===== config.mk =====
export PLATFORM = sky130hd
export DESIGN_NAME = mem_ss_csr_regs_flat
export DESIGN_NICKNAME = d
export VERILOG_FILES = /design/src/rtl/mem_ss_csr_pkg.sv /design/src/rtl/mem_ss_csr_regs_if.sv /design/src/rtl/mem_ss_effmon.sv /design/src/rtl/mem_ss_csr_regs.sv /design/src/flat_wrapper.sv
export SDC_FILE = /design/constraint.sdc
export NUM_CORES = 1
export LEC_CHECK = 0
export CAP_MARGIN = 25
export CORE_MARGIN = 2
export CORE_UTILIZATION = 40
export CTS_CLUSTER_DIAMETER = 30
export DETAILED_ROUTE_END_ITERATION = 10
export MAX_ROUTING_LAYER = met4
export RECOVER_POWER = 25
export SYNTH_ARGS = -nofsm -noshare
export SYNTH_HDL_FRONTEND = slang
export SYNTH_HIERARCHICAL = 1
export SYNTH_SLANG_ARGS = --single-unit

===== constraint.sdc =====
create_clock -name clk -period 4.7 [get_ports clk]
set_input_delay 1.41 -clock clk [delete_from_list [all_inputs] [get_ports clk]]
set_output_delay 1.41 -clock clk [all_outputs]
set_load 0.02 [all_outputs]

===== src/rtl/mem_ss_csr_pkg.sv =====
// Shared types, register offsets and default identity values for the MEM_SS CSR block.
package mem_ss_csr_pkg;

    typedef struct packed {
        logic [3:0]  feat_type;
        logic [7:0]  rsvd1;
        logic [3:0]  min_ver;
        logic [6:0]  rsvd0;
        logic        eol;
        logic [23:0] nxt_dfh_offset;
        logic [3:0]  maj_ver;
        logic [11:0] feat_id;
    } t_dfh;

    typedef enum logic [1:0] {
        EFF_IDLE   = 2'd0,
        EFF_RUN    = 2'd1,
        EFF_FROZEN = 2'd2
    } t_effmon_state;

    localparam logic [15:0] ADDR_DFH        = 16'h0000;
    localparam logic [15:0] ADDR_EMIF_STAT  = 16'h0008;
    localparam logic [15:0] ADDR_EMIF_CAP   = 16'h0010;
    localparam logic [15:0] ADDR_MEMSS_VER  = 16'h0860;
    localparam logic [15:0] ADDR_FEAT_LIST2 = 16'h0868;
    localparam logic [15:0] ADDR_IF_ATTR    = 16'h0870;
    localparam logic [15:0] ADDR_SCRATCH    = 16'h0880;
    localparam logic [15:0] ADDR_ERR_STAT   = 16'h08B0;
    localparam logic [15:0] ADDR_CH_ATTR0   = 16'h0900;
    localparam logic [15:0] ADDR_EFF_CTRL   = 16'h1000;
    localparam logic [15:0] ADDR_EFF_TOTAL  = 16'h1008;
    localparam logic [15:0] ADDR_EFF_BUSY0  = 16'h1010;

    localparam logic [3:0]  DFH_FEAT_TYPE   = 4'h3;
    localparam logic [11:0] DEF_FEAT_ID     = 12'h9;
    localparam logic [23:0] DEF_NXT_DFH     = 24'h0;
    localparam logic        DEF_EOL         = 1'b1;
    localparam logic [15:0] DEF_MAJ_VER     = 16'h1;
    localparam logic [7:0]  DEF_MIN_VER     = 8'h0;
    localparam logic [7:0]  DEF_MEM_TYPE    = 8'h1;
    localparam logic [1:0]  DEF_IF_TYPE     = 2'h0;
    localparam logic [3:0]  DEF_RDY_LAT     = 4'h3;

    // auto-precharge, one user pool, one write copy
    localparam logic [63:0] CH_ATTR_FIXED   = 64'h0000_0000_0910_0000;

    function automatic logic [12:0] word_addr(input logic [15:0] byte_addr);
        return byte_addr[15:3];
    endfunction

endpackage


===== src/rtl/mem_ss_csr_regs_if.sv =====
// Host CSR access bus: single-cycle strobes, registered one-cycle read return.
interface mem_ss_csr_regs_if;
    logic        csr_wr;
    logic        csr_rd;
    logic [15:0] csr_addr;
    logic [63:0] csr_wdata;
    logic [7:0]  csr_wstrb;
    logic [63:0] csr_rdata;
    logic        csr_rvalid;

    modport master (
        output csr_wr, csr_rd, csr_addr, csr_wdata, csr_wstrb,
        input  csr_rdata, csr_rvalid
    );

    modport slave (
        input  csr_wr, csr_rd, csr_addr, csr_wdata, csr_wstrb,
        output csr_rdata, csr_rvalid
    );
endinterface


===== src/rtl/mem_ss_effmon.sv =====
// Efficiency monitor: IDLE/RUN/FROZEN control plus one total-cycle counter and
// one beat counter per channel, all saturating, with a sticky overflow flag.
module mem_ss_effmon
    import mem_ss_csr_pkg::*;
#(
    parameter int NUM_CH = 2,
    parameter int CNT_W  = 32
) (
    input  logic                         clk,
    input  logic                         rst,
    input  logic                         start_i,
    input  logic                         stop_i,
    input  logic                         clear_i,
    input  logic [NUM_CH-1:0]            beat_i,
    output t_effmon_state                state_o,
    output logic                         overflow_o,
    output logic [NUM_CH:0][CNT_W-1:0]   cnt_o
);

    t_effmon_state state_q, state_d;
    logic          overflow_q, overflow_d;
    logic [NUM_CH:0] inc;
    logic [NUM_CH:0] sat_hit;

    localparam logic [CNT_W-1:0] CNT_ONE      = {{(CNT_W-1){1'b0}}, 1'b1};
    localparam logic [CNT_W-1:0] CNT_PRE_SAT  = {{(CNT_W-1){1'b1}}, 1'b0};

    always_ff @(posedge clk or posedge rst) begin
        if (rst) begin
            state_q    <= EFF_IDLE;
            overflow_q <= 1'b0;
        end else begin
            state_q    <= state_d;
            overflow_q <= overflow_d;
        end
    end

    // stop dominates start; start from RUN is a no-op
    always_comb begin
        state_d = state_q;
        case (state_q)
            EFF_IDLE, EFF_FROZEN: if (start_i && !stop_i) state_d = EFF_RUN;
            EFF_RUN:              if (stop_i)             state_d = EFF_FROZEN;
            default:              state_d = EFF_IDLE;
        endcase
    end

    // lane 0 counts every RUN cycle, lane c+1 counts channel c beats
    assign inc = {beat_i, 1'b1};

    genvar gi;
    generate
        for (gi = 0; gi <= NUM_CH; gi++) begin : g_cnt
            logic [CNT_W-1:0] cnt_q, cnt_d;
            logic             bump;

            assign bump        = !clear_i && (state_q == EFF_RUN) && inc[gi] && (cnt_q != '1);
            assign sat_hit[gi] = bump && (cnt_q == CNT_PRE_SAT);

            always_comb begin
                cnt_d = cnt_q;
                if (clear_i)   cnt_d = '0;
                else if (bump) cnt_d = cnt_q + CNT_ONE;
            end

            always_ff @(posedge clk or posedge rst) begin
                if (rst) cnt_q <= '0;
                else     cnt_q <= cnt_d;
            end

            assign cnt_o[gi] = cnt_q;
        end
    endgenerate

    always_comb begin
        overflow_d = overflow_q | (|sat_hit);
        if (clear_i) overflow_d = 1'b0;
    end

    assign state_o    = state_q;
    assign overflow_o = overflow_q;

endmodule


===== src/rtl/mem_ss_csr_regs.sv =====
// MEM_SS CSR block: identity/status registers, scratch, sticky channel errors and
// the efficiency monitor, behind a one-cycle registered read port.
module mem_ss_csr_regs
    import mem_ss_csr_pkg::*;
#(
    parameter int          NUM_CH         = 2,
    parameter int          HPS_PRESENT    = 0,
    parameter int          CNT_W          = 32,
    parameter logic [11:0] FEAT_ID        = DEF_FEAT_ID,
    parameter logic [23:0] NXT_DFH_OFFSET = DEF_NXT_DFH,
    parameter logic        EOL            = DEF_EOL,
    parameter logic [15:0] MAJ_VER        = DEF_MAJ_VER,
    parameter logic [7:0]  MIN_VER        = DEF_MIN_VER,
    parameter logic [7:0]  MEM_TYPE       = DEF_MEM_TYPE,
    parameter logic [1:0]  IF_TYPE        = DEF_IF_TYPE,
    parameter logic [3:0]  RDY_LATENCY    = DEF_RDY_LAT
) (
    input  logic              clk,
    input  logic              rst,
    mem_ss_csr_regs_if.slave  csr,
    input  logic [NUM_CH-1:0] cal_success,
    input  logic [NUM_CH-1:0] cal_fail,
    input  logic [NUM_CH-1:0] ch_beat,
    input  logic [NUM_CH-1:0] ch_err,
    output logic              effmon_running
);

    logic [63:0]       scratch_q, scratch_d;
    logic [NUM_CH-1:0] err_q, err_d;
    logic [63:0]       rdata_q, rdata_d;
    logic              rvalid_q;
    logic [63:0]       wmask;
    logic [12:0]       word;
    logic              wr_scratch, wr_err, wr_ctrl;
    logic              unused_addr_lsb;

    t_dfh                       dfh;
    t_effmon_state              eff_state;
    logic                       eff_overflow;
    logic [NUM_CH:0][CNT_W-1:0] eff_cnt;
    logic [63:0]                emif_status, emif_cap;

    assign word            = word_addr(csr.csr_addr);
    assign unused_addr_lsb = ^csr.csr_addr[2:0];

    assign wr_scratch = csr.csr_wr && (word == word_addr(ADDR_SCRATCH));
    assign wr_err     = csr.csr_wr && (word == word_addr(ADDR_ERR_STAT));
    assign wr_ctrl    = csr.csr_wr && (word == word_addr(ADDR_EFF_CTRL));

    genvar gi;
    generate
        for (gi = 0; gi < 8; gi++) begin : g_wmask
            assign wmask[gi*8 +: 8] = {8{csr.csr_wstrb[gi]}};
        end
    endgenerate

    always_comb begin
        scratch_d = scratch_q;
        if (wr_scratch) scratch_d = (scratch_q & ~wmask) | (csr.csr_wdata & wmask);
    end

    // a new error in the same cycle as its W1C survives the clear
    always_comb begin
        err_d = err_q;
        if (wr_err) err_d = err_d & ~csr.csr_wdata[NUM_CH-1:0];
        err_d = err_d | ch_err;
    end

    mem_ss_effmon #(
        .NUM_CH (NUM_CH),
        .CNT_W  (CNT_W)
    ) u_effmon (
        .clk        (clk),
        .rst        (rst),
        .start_i    (wr_ctrl && csr.csr_wdata[0]),
        .stop_i     (wr_ctrl && csr.csr_wdata[1]),
        .clear_i    (wr_ctrl && csr.csr_wdata[2]),
        .beat_i     (ch_beat),
        .state_o    (eff_state),
        .overflow_o (eff_overflow),
        .cnt_o      (eff_cnt)
    );

    always_comb begin
        dfh                = '0;
        dfh.feat_type      = DFH_FEAT_TYPE;
        dfh.min_ver        = MIN_VER[3:0];
        dfh.eol            = EOL;
        dfh.nxt_dfh_offset = NXT_DFH_OFFSET;
        dfh.maj_ver        = MAJ_VER[3:0];
        dfh.feat_id        = FEAT_ID;

        emif_status                = '0;
        emif_status[NUM_CH-1:0]    = cal_success;
        emif_status[16 +: NUM_CH]  = cal_fail;
        emif_cap                   = '0;
        emif_cap[NUM_CH-1:0]       = '1;
    end

    // read mux sees pre-write register values, so same-cycle write/read returns old data
    always_comb begin
        rdata_d = '0;
        if (word == word_addr(ADDR_DFH))        rdata_d = dfh;
        if (word == word_addr(ADDR_EMIF_STAT))  rdata_d = emif_status;
        if (word == word_addr(ADDR_EMIF_CAP))   rdata_d = emif_cap;
        if (word == word_addr(ADDR_MEMSS_VER))  rdata_d = {8'h0, MEM_TYPE, 14'h0, IF_TYPE,
                                                           MAJ_VER, MIN_VER, 8'h0};
        if (word == word_addr(ADDR_FEAT_LIST2)) rdata_d = {60'h0, 4'(NUM_CH + HPS_PRESENT)};
        if (word == word_addr(ADDR_IF_ATTR))    rdata_d = '0;
        if (word == word_addr(ADDR_SCRATCH))    rdata_d = scratch_q;
        if (word == word_addr(ADDR_ERR_STAT))   rdata_d = 64'(err_q);
        if (word == word_addr(ADDR_EFF_CTRL))   rdata_d = {55'h0, eff_overflow, 6'h0, eff_state};
        if (word == word_addr(ADDR_EFF_TOTAL))  rdata_d = 64'(eff_cnt[0]);
        for (int c = 0; c < NUM_CH; c++) begin
            if (word == word_addr(ADDR_CH_ATTR0) + 13'(c))
                rdata_d = CH_ATTR_FIXED | 64'(RDY_LATENCY);
            if (word == word_addr(ADDR_EFF_BUSY0) + 13'(c))
                rdata_d = 64'(eff_cnt[c+1]);
        end
        if (!csr.csr_rd) rdata_d = '0;
    end

    always_ff @(posedge clk or posedge rst) begin
        if (rst) begin
            scratch_q <= '0;
            err_q     <= '0;
            rdata_q   <= '0;
            rvalid_q  <= 1'b0;
        end else begin
            scratch_q <= scratch_d;
            err_q     <= err_d;
            rdata_q   <= rdata_d;
            rvalid_q  <= csr.csr_rd;
        end
    end

    assign csr.csr_rdata   = rdata_q;
    assign csr.csr_rvalid  = rvalid_q;
    assign effmon_running  = (eff_state == EFF_RUN);

endmodule


===== src/flat_wrapper.sv =====
// flat-port wrapper written by rule: the top's interface ports become plain ports
module mem_ss_csr_regs_flat import mem_ss_csr_pkg::*;
#(
    parameter int          NUM_CH         = 2,
    parameter int          HPS_PRESENT    = 0,
    parameter int          CNT_W          = 32,
    parameter logic [11:0] FEAT_ID        = DEF_FEAT_ID,
    parameter logic [23:0] NXT_DFH_OFFSET = DEF_NXT_DFH,
    parameter logic        EOL            = DEF_EOL,
    parameter logic [15:0] MAJ_VER        = DEF_MAJ_VER,
    parameter logic [7:0]  MIN_VER        = DEF_MIN_VER,
    parameter logic [7:0]  MEM_TYPE       = DEF_MEM_TYPE,
    parameter logic [1:0]  IF_TYPE        = DEF_IF_TYPE,
    parameter logic [3:0]  RDY_LATENCY    = DEF_RDY_LAT
)
  (clk, rst, cal_success, cal_fail, ch_beat, ch_err, effmon_running, csr_csr_wr, csr_csr_rd, csr_csr_addr, csr_csr_wdata, csr_csr_wstrb, csr_csr_rdata, csr_csr_rvalid);
  mem_ss_csr_regs_if csr_i ();
  input  logic clk;
  input  logic rst;
  input  logic [NUM_CH-1:0] cal_success;
  input  logic [NUM_CH-1:0] cal_fail;
  input  logic [NUM_CH-1:0] ch_beat;
  input  logic [NUM_CH-1:0] ch_err;
  output logic effmon_running;
  input wire logic [$bits(csr_i.csr_wr)-1:0] csr_csr_wr;
  input wire logic [$bits(csr_i.csr_rd)-1:0] csr_csr_rd;
  input wire logic [$bits(csr_i.csr_addr)-1:0] csr_csr_addr;
  input wire logic [$bits(csr_i.csr_wdata)-1:0] csr_csr_wdata;
  input wire logic [$bits(csr_i.csr_wstrb)-1:0] csr_csr_wstrb;
  output wire logic [$bits(csr_i.csr_rdata)-1:0] csr_csr_rdata;
  output wire logic [$bits(csr_i.csr_rvalid)-1:0] csr_csr_rvalid;
  assign csr_i.csr_wr = csr_csr_wr;
  assign csr_i.csr_rd = csr_csr_rd;
  assign csr_i.csr_addr = csr_csr_addr;
  assign csr_i.csr_wdata = csr_csr_wdata;
  assign csr_i.csr_wstrb = csr_csr_wstrb;
  assign csr_csr_rdata = csr_i.csr_rdata;
  assign csr_csr_rvalid = csr_i.csr_rvalid;
  mem_ss_csr_regs #(.NUM_CH(NUM_CH), .HPS_PRESENT(HPS_PRESENT), .CNT_W(CNT_W), .FEAT_ID(FEAT_ID), .NXT_DFH_OFFSET(NXT_DFH_OFFSET), .EOL(EOL), .MAJ_VER(MAJ_VER), .MIN_VER(MIN_VER), .MEM_TYPE(MEM_TYPE), .IF_TYPE(IF_TYPE), .RDY_LATENCY(RDY_LATENCY)) u_core (.clk(clk), .rst(rst), .csr(csr_i), .cal_success(cal_success), .cal_fail(cal_fail), .ch_beat(ch_beat), .ch_err(ch_err), .effmon_running(effmon_running));
endmodule

==> results_dict.tcl, run 1 <==
set metrics [dict create \
    start_util_pct 40.9 \
    maxCapViolations 2 \
    syn_to_final_growth_pct 33.9 \
    die_height_um 176 \
    tightest_slew_ns 2.18 \
    htreeDepth 2 \
    io_pins 166 \
    fin_util_pct 54.7 \
    drt-initial-drc-count 1034 \
    report.final.slew_viol_count 88 \
    p_leak_uw 0.00682 \
    rows 62 \
    tns_ns 0 \
    synth_flop_cell "dfrtp_1" \
    core_area_sq_um 28900 \
    syn_area_sq_um 11800 \
    yosysWarnings 6 \
    avgSynthCellArea_sq_um 10.9 \
    hpwl_mm 24.1 \
    drive_gt1_share_pct 18.8 \
    period_minus_slack_ns 4.28 \
    num_vias 9836 \
    finClkSkew_ns 0.0116 \
    worstPathMaxFanout 15 \
    finalWirelength_mm 35.0 \
    async_flop_share_pct 100 \
    p_per_area_nw_per_um2 407 \
    syn_inst 1084 \
    grt_pass1_vias 9623 \
    status "finished with violations" \
    ir_drop_uv 258 \
    hold_violations 0 \
    clk_path_buf_depth 3 \
    crit_arrival_ns 4.75 \
    dieArea_sq_um 30900 \
    violations "max-capacitance violations, max-slew violations" \
    cts_tree "yes" \
    drt_pass1_iterations 6 \
    n_antenna_cell 0 \
    synth_nets 1190 \
    crit_type "in -> reg" \
    hold_path_class "reg -> reg" \
    fin_crit_sh_pct 91.1 \
    drc 0 \
    numClockSinks 230 \
    grtUsageTotal_pct 23.6 \
    antenna_left 0 \
    grt_pass1_wl_mm 56.1 \
    synth_seq_cells 230 \
    setup_viol 0 \
    cts_resized 0 \
    fin_nets 1384 \
    antenna_found_initial 1 \
    gp_congestion 0.883 \
    grt_remaining_overflow 0 \
    ys_seq_area_share_pct 48.7 \
    grt_max_degree 81 \
    cts_root_buf "clkbuf_16" \
    rsz0062_at_grt "false" \
    wl_per_cell_um 20.5 \
    numCtsBuffers 55 \
    mostFrequentLayoutCell "dfrtp_1" \
    post-cts-setup-buffers 0 \
    postCtsHoldBufs 0 \
    required_ns 5.16 \
    die-width_um 176 \
    cp-end-kind "flop" \
    fmax_mhz 233 \
    synth_edf_count 0 \
    final_cell_mix "dfrtp_1, clkdlybuf4s50_1, mux2_4, nand2_1, a21oi_1" \
    start_kind "input pin" \
    clk_latency_ns 0.55 \
    synthDistinctLibCells 68 \
    clk_pin_slew_worst_paths_ns 0.05 \
    relSlewSlack_pct -45.6 \
    avgViaCountPerCell 5.77 \
    port-buffer-count 162 \
]
==> critical path, cell delays in order <==
cell and delay [ns]:
clkdlybuf4s50_1 0.53, nor2_1 0.08, and3_1 0.21, nand4b_1 0.14
nor3b_1 0.08, and2_2 0.23, buf_4 0.20, nor4bb_1 0.51
nand3_1 0.35, or2_2 0.38, or4_1 0.47, a21oi_1 0.16
==> final timing paths <==
check | startpoint | to | slack [ns] | cells past startpoint
setup / recovery | csr_csr_addr[7] | u_core/u_effmon/g_cnt[1].cnt_q[23]$_DFFE_PP0P_ | 0.42 | 12
hold / removal | u_core/u_effmon/g_cnt[1].cnt_q[28]$_DFFE_PP0P_ | u_core/u_effmon/g_cnt[1].cnt_q[28]$_DFFE_PP0P_ | 0.49 | 1
setup reg to reg | u_core/u_effmon/g_cnt[0].cnt_q[9]$_DFFE_PP0P_ | u_core/u_effmon/g_cnt[0].cnt_q[30]$_DFFE_PP0P_ | 1.75 | 5
hold reg to reg | u_core/u_effmon/g_cnt[1].cnt_q[28]$_DFFE_PP0P_ | u_core/u_effmon/g_cnt[1].cnt_q[28]$_DFFE_PP0P_ | 0.49 | 1
max in group asynchronous | rst | u_core/u_effmon/g_cnt[2].cnt_q[29]$_DFFE_PP0P_ | 1.32 | 2
min in group asynchronous | rst | u_core/err_q[0]$_DFF_PP0_ | 1.77 | 2
==> cell families after synthesis <==
family	after synthesis	share of synthesized area (%)
AOI/OAI and AO/OA	199	11.6
xor gates and xnor gates	32	2.37
adders and majority gates	6	0.635
buffers and inverters	88	3.19
DFF	230	48.7
muxes	108	12.2
and+or+nand+nor	421	21.3
==> per-stage QoR <==
| step | instance area (sq um) | total power [uW] | hold WS [ns] | instances | setup WS, ns |
|---|---|---|---|---|---|
| 2_1_floorplan | 11800 | 2460 | 0.456 | 1084 | 0.338 |
| 3_3_place_gp | 14000 | 2690 | 0.482 | 1605 | 0.0495 |
| 3_5_place_dp | 14000 | 2700 | 0.485 | 1605 | 0.0172 |
| 4_1_cts | 15800 | 6510 | 0.496 | 1706 | 0.549 |
| 5_1_grt | 15800 | 6710 | 0.507 | 1706 | 0.235 |
| 6_report | 15800 | 6450 | 0.495 | 1706 | 0.417 |
==> synth_stat cells, drive strengths merged, types with 18 or more instances <==
library cell,number,area [sq um]
inv,24,90.1
xnor2,27,236
dfrtp,230,5760
nand3,45,225
nor2,58,218
buf,19,118
nor4,22,165
o21ai,34,170
nand4,37,231
a222oi,23,230
clkbuf,45,169
o31ai,22,165
and3,43,269
mux2,97,1330
nor2b,34,213
and4,18,158
nand2,70,393
a21oi,59,295
or4,24,180
or3,19,119
==> where the power goes <==
part           switching (uW)  internal [uW]
Clock                    1170           2600
Combinational             220            219
Sequential                166           2070
==> cell type report <==
cell class	count	area (sq um)
clock inverters	26	333
clock buffers	75	1540
multi-input cells	766	5700
repair buffers	201	1920
well taps	384	480
flip-flops and latches	230	5760
inverters	24	91.3
fillers	2498	13100
==> metal layers <==
layer  up-vias  GRT usage (%)  wire (um)
met5         -              -          0
met3        67           3.31       2250
li1       4496              -          -
met1      4882           33.7      16000
met4         0           7.16        818
met2       391           34.9      15900
Note: power is estimated with default switching activity, not from simulation.
==> run 2: changes to the inputs <==
CTS_CLUSTER_DIAMETER = 40   (was 30)
==> run 2 against run 1 <==
Combinational power about the same. Die area did not move. First-iteration DRC count up 1.3%. Design area is 3.4% lower. Sequential power hardly changed. Largest power group unchanged. The run still ends with max-capacitance violations, max-slew violations left. Flip-flop and latch count unchanged. Largest cell class unchanged. Hold slack improved by 0.0040 ns. Total power decreased by 14%. Core utilization is 1.8 points lower.
==> results_dict.tcl, run 2 (synthesis results as in run 1) <==
set metrics [dict create \
    post-cts-setup-buffers 0 \
    p_per_area_nw_per_um2 364 \
    hold_depth 1 \
    num_vias 9659 \
    finalWirelength_mm 34.5 \
    fin_nets 1369 \
    io_pins 166 \
    reg2reg_depth 5 \
    avgViaCountPerCell 5.76 \
    report.final.slew_viol_count 88 \
    crit_arrival_ns 4.80 \
    final_cell_mix "dfrtp_1, clkdlybuf4s50_1, mux2_4, nand2_1, a21oi_1" \
    die_height_um 176 \
    ir_drop_uv 229 \
    fin_crit_sh_pct 93.2 \
    whs_ns 0.499 \
    die-width_um 176 \
    antenna_left 0 \
    antenna_found_initial 1 \
    syn_to_final_growth_pct 29.4 \
    drc 0 \
    postCtsHoldBufs 0 \
    hold_violations 0 \
    tns_ns 0 \
    start_util_pct 40.9 \
    worst_slack_ns 0.320 \
    crit_chain "clkdlybuf4s50_1, nor2_1, and3_1, nand4b_1, nor3b_1, and2_2, buf_4, nor4bb_1, nand3_1, or2_2, or4_1, a21oi_1" \
    relSlewSlack_pct -45.2 \
    clk_path_buf_depth 3 \
    grt_max_degree 81 \
    cp_slowest_stage_delay_ns 0.53 \
    hold_path_class "reg -> reg" \
    cts_tree "yes" \
    dr_wl_met3_mm 2.00 \
    numClockSinks 230 \
    drive_gt1_share_pct 17.2 \
    cp_num_buf_inv 2 \
    grt_pass1_wl_mm 54.6 \
    period_minus_slack_ns 4.38 \
    crit_type "in -> reg" \
    seq_area_sq_um 5760 \
    numCtsBuffers 40 \
    n_antenna_cell 0 \
    wl_per_cell_um 20.5 \
    fin_util_pct 52.8 \
    cts_root_buf "clkbuf_16" \
    port-buffer-count 162 \
    finalPower_uw 5560 \
    core_area_sq_um 28900 \
    top_layer_used "met4" \
    dieArea_sq_um 30900 \
    wirelength_met1_mm 16.0 \
    fmax_mhz 228 \
    fill_cells 2557 \
    status "finished with violations" \
    gp_congestion 0.883 \
    grt_pass1_vias 9399 \
    clk_latency_ns 0.52 \
    setup_viol 0 \
    routed-wl-met2_mm 15.6 \
    mostFrequentLayoutCell "dfrtp_1" \
    p_leak_uw 0.00658 \
    htreeDepth 2 \
    finClkSkew_ns 0.0230 \
    critical_path.top_delay_family "simple AND/OR/NAND/NOR gates" \
    rsz0062_at_grt "false" \
    rrSetupSlack_ns 1.81 \
    cpMaxStageDelayCell "clkdlybuf4s50_1" \
    rows 62 \
    dp_slack_ns 0.0172 \
    reg2reg_to "u_core/u_effmon/g_cnt[0].cnt_q[28]$_DFFE_PP0P_" \
    grt_remaining_overflow 0 \
    required_ns 5.12 \
    violations "max-capacitance violations, max-slew violations" \
    multiInputGateArea_sq_um 5700 \
    cts_resized 0 \
    cp-end-kind "flop" \
    drt_pass1_iterations 9 \
    rr_startpoint "u_core/u_effmon/g_cnt[0].cnt_q[9]$_DFFE_PP0P_" \
    clk_pin_slew_worst_paths_ns 0.05 \
    grtUsageTotal_pct 23.0 \
    tightest_slew_ns 2.18 \
    worstPathMaxFanout 15 \
    hpwl_mm 24.1 \
    maxCapViolations 2 \
    start_kind "input pin" \
    drt-initial-drc-count 1047 \
]
run 2: cell types whose count changed in the layout (fill, tap and decap cells not counted), sizes merged:
cell      before  now
clkinvlp      10    5
bufinv         6    5
inv           23   26
clkbuf        77   52
run 2: worst max-delay path by stage:
stage | startpoint | end | cells after the start
after CTS | csr_csr_addr[7] | u_core/u_effmon/g_cnt[1].cnt_q[23]$_DFFE_PP0P_ | 12
after global placement | csr_csr_addr[7] | u_core/u_effmon/g_cnt[1].cnt_q[23]$_DFFE_PP0P_ | 12
final | csr_csr_addr[7] | u_core/u_effmon/g_cnt[1].cnt_q[23]$_DFFE_PP0P_ | 12
after detailed placement | csr_csr_addr[7] | u_core/u_effmon/g_cnt[1].cnt_q[23]$_DFFE_PP0P_ | 12
after floorplan | csr_csr_addr[3] | u_core/u_effmon/g_cnt[1].cnt_q[31]$_DFFE_PP0P_ | 12
after global routing | csr_csr_addr[7] | u_core/u_effmon/g_cnt[1].cnt_q[23]$_DFFE_PP0P_ | 12
run 2: stage by stage:
step	std cells	area, sq um
5_1_grt	1678	15300
6_report	1678	15300
3_5_place_dp	1605	14000
4_1_cts	1678	15300
2_1_floorplan	1084	11800
3_3_place_gp	1605	14000
run 2: metal layers:
| metal | global-route usage (%) | vias up |
|---|---|---|
| li1 | - | 4452 |
| met1 | 32.7 | 4804 |
| met2 | 33.9 | 333 |
| met3 | 3.70 | 70 |
| met4 | 7.33 | 0 |
| met5 | - | - |
run 2: layout make-up:
type,instances,area share (%)
inverter,24,0.597
tap,384,3.14
sequential,230,37.6
timing repair buffer,201,12.6
clock buffer,50,7.00
clock inverter,23,1.78
multi-input combinational,766,37.3
run 2: power by group:
group / total [uW] / leakage, uW / internal (uW) / switching, uW
registers: 2230 / 0.00310 / 2070 / 166
logic: 437 / 0.00284 / 219 / 218
clock network: 2890 / 0.000650 / 1890 / 999
total: 5560 / 0.00658 / 4180 / 1380
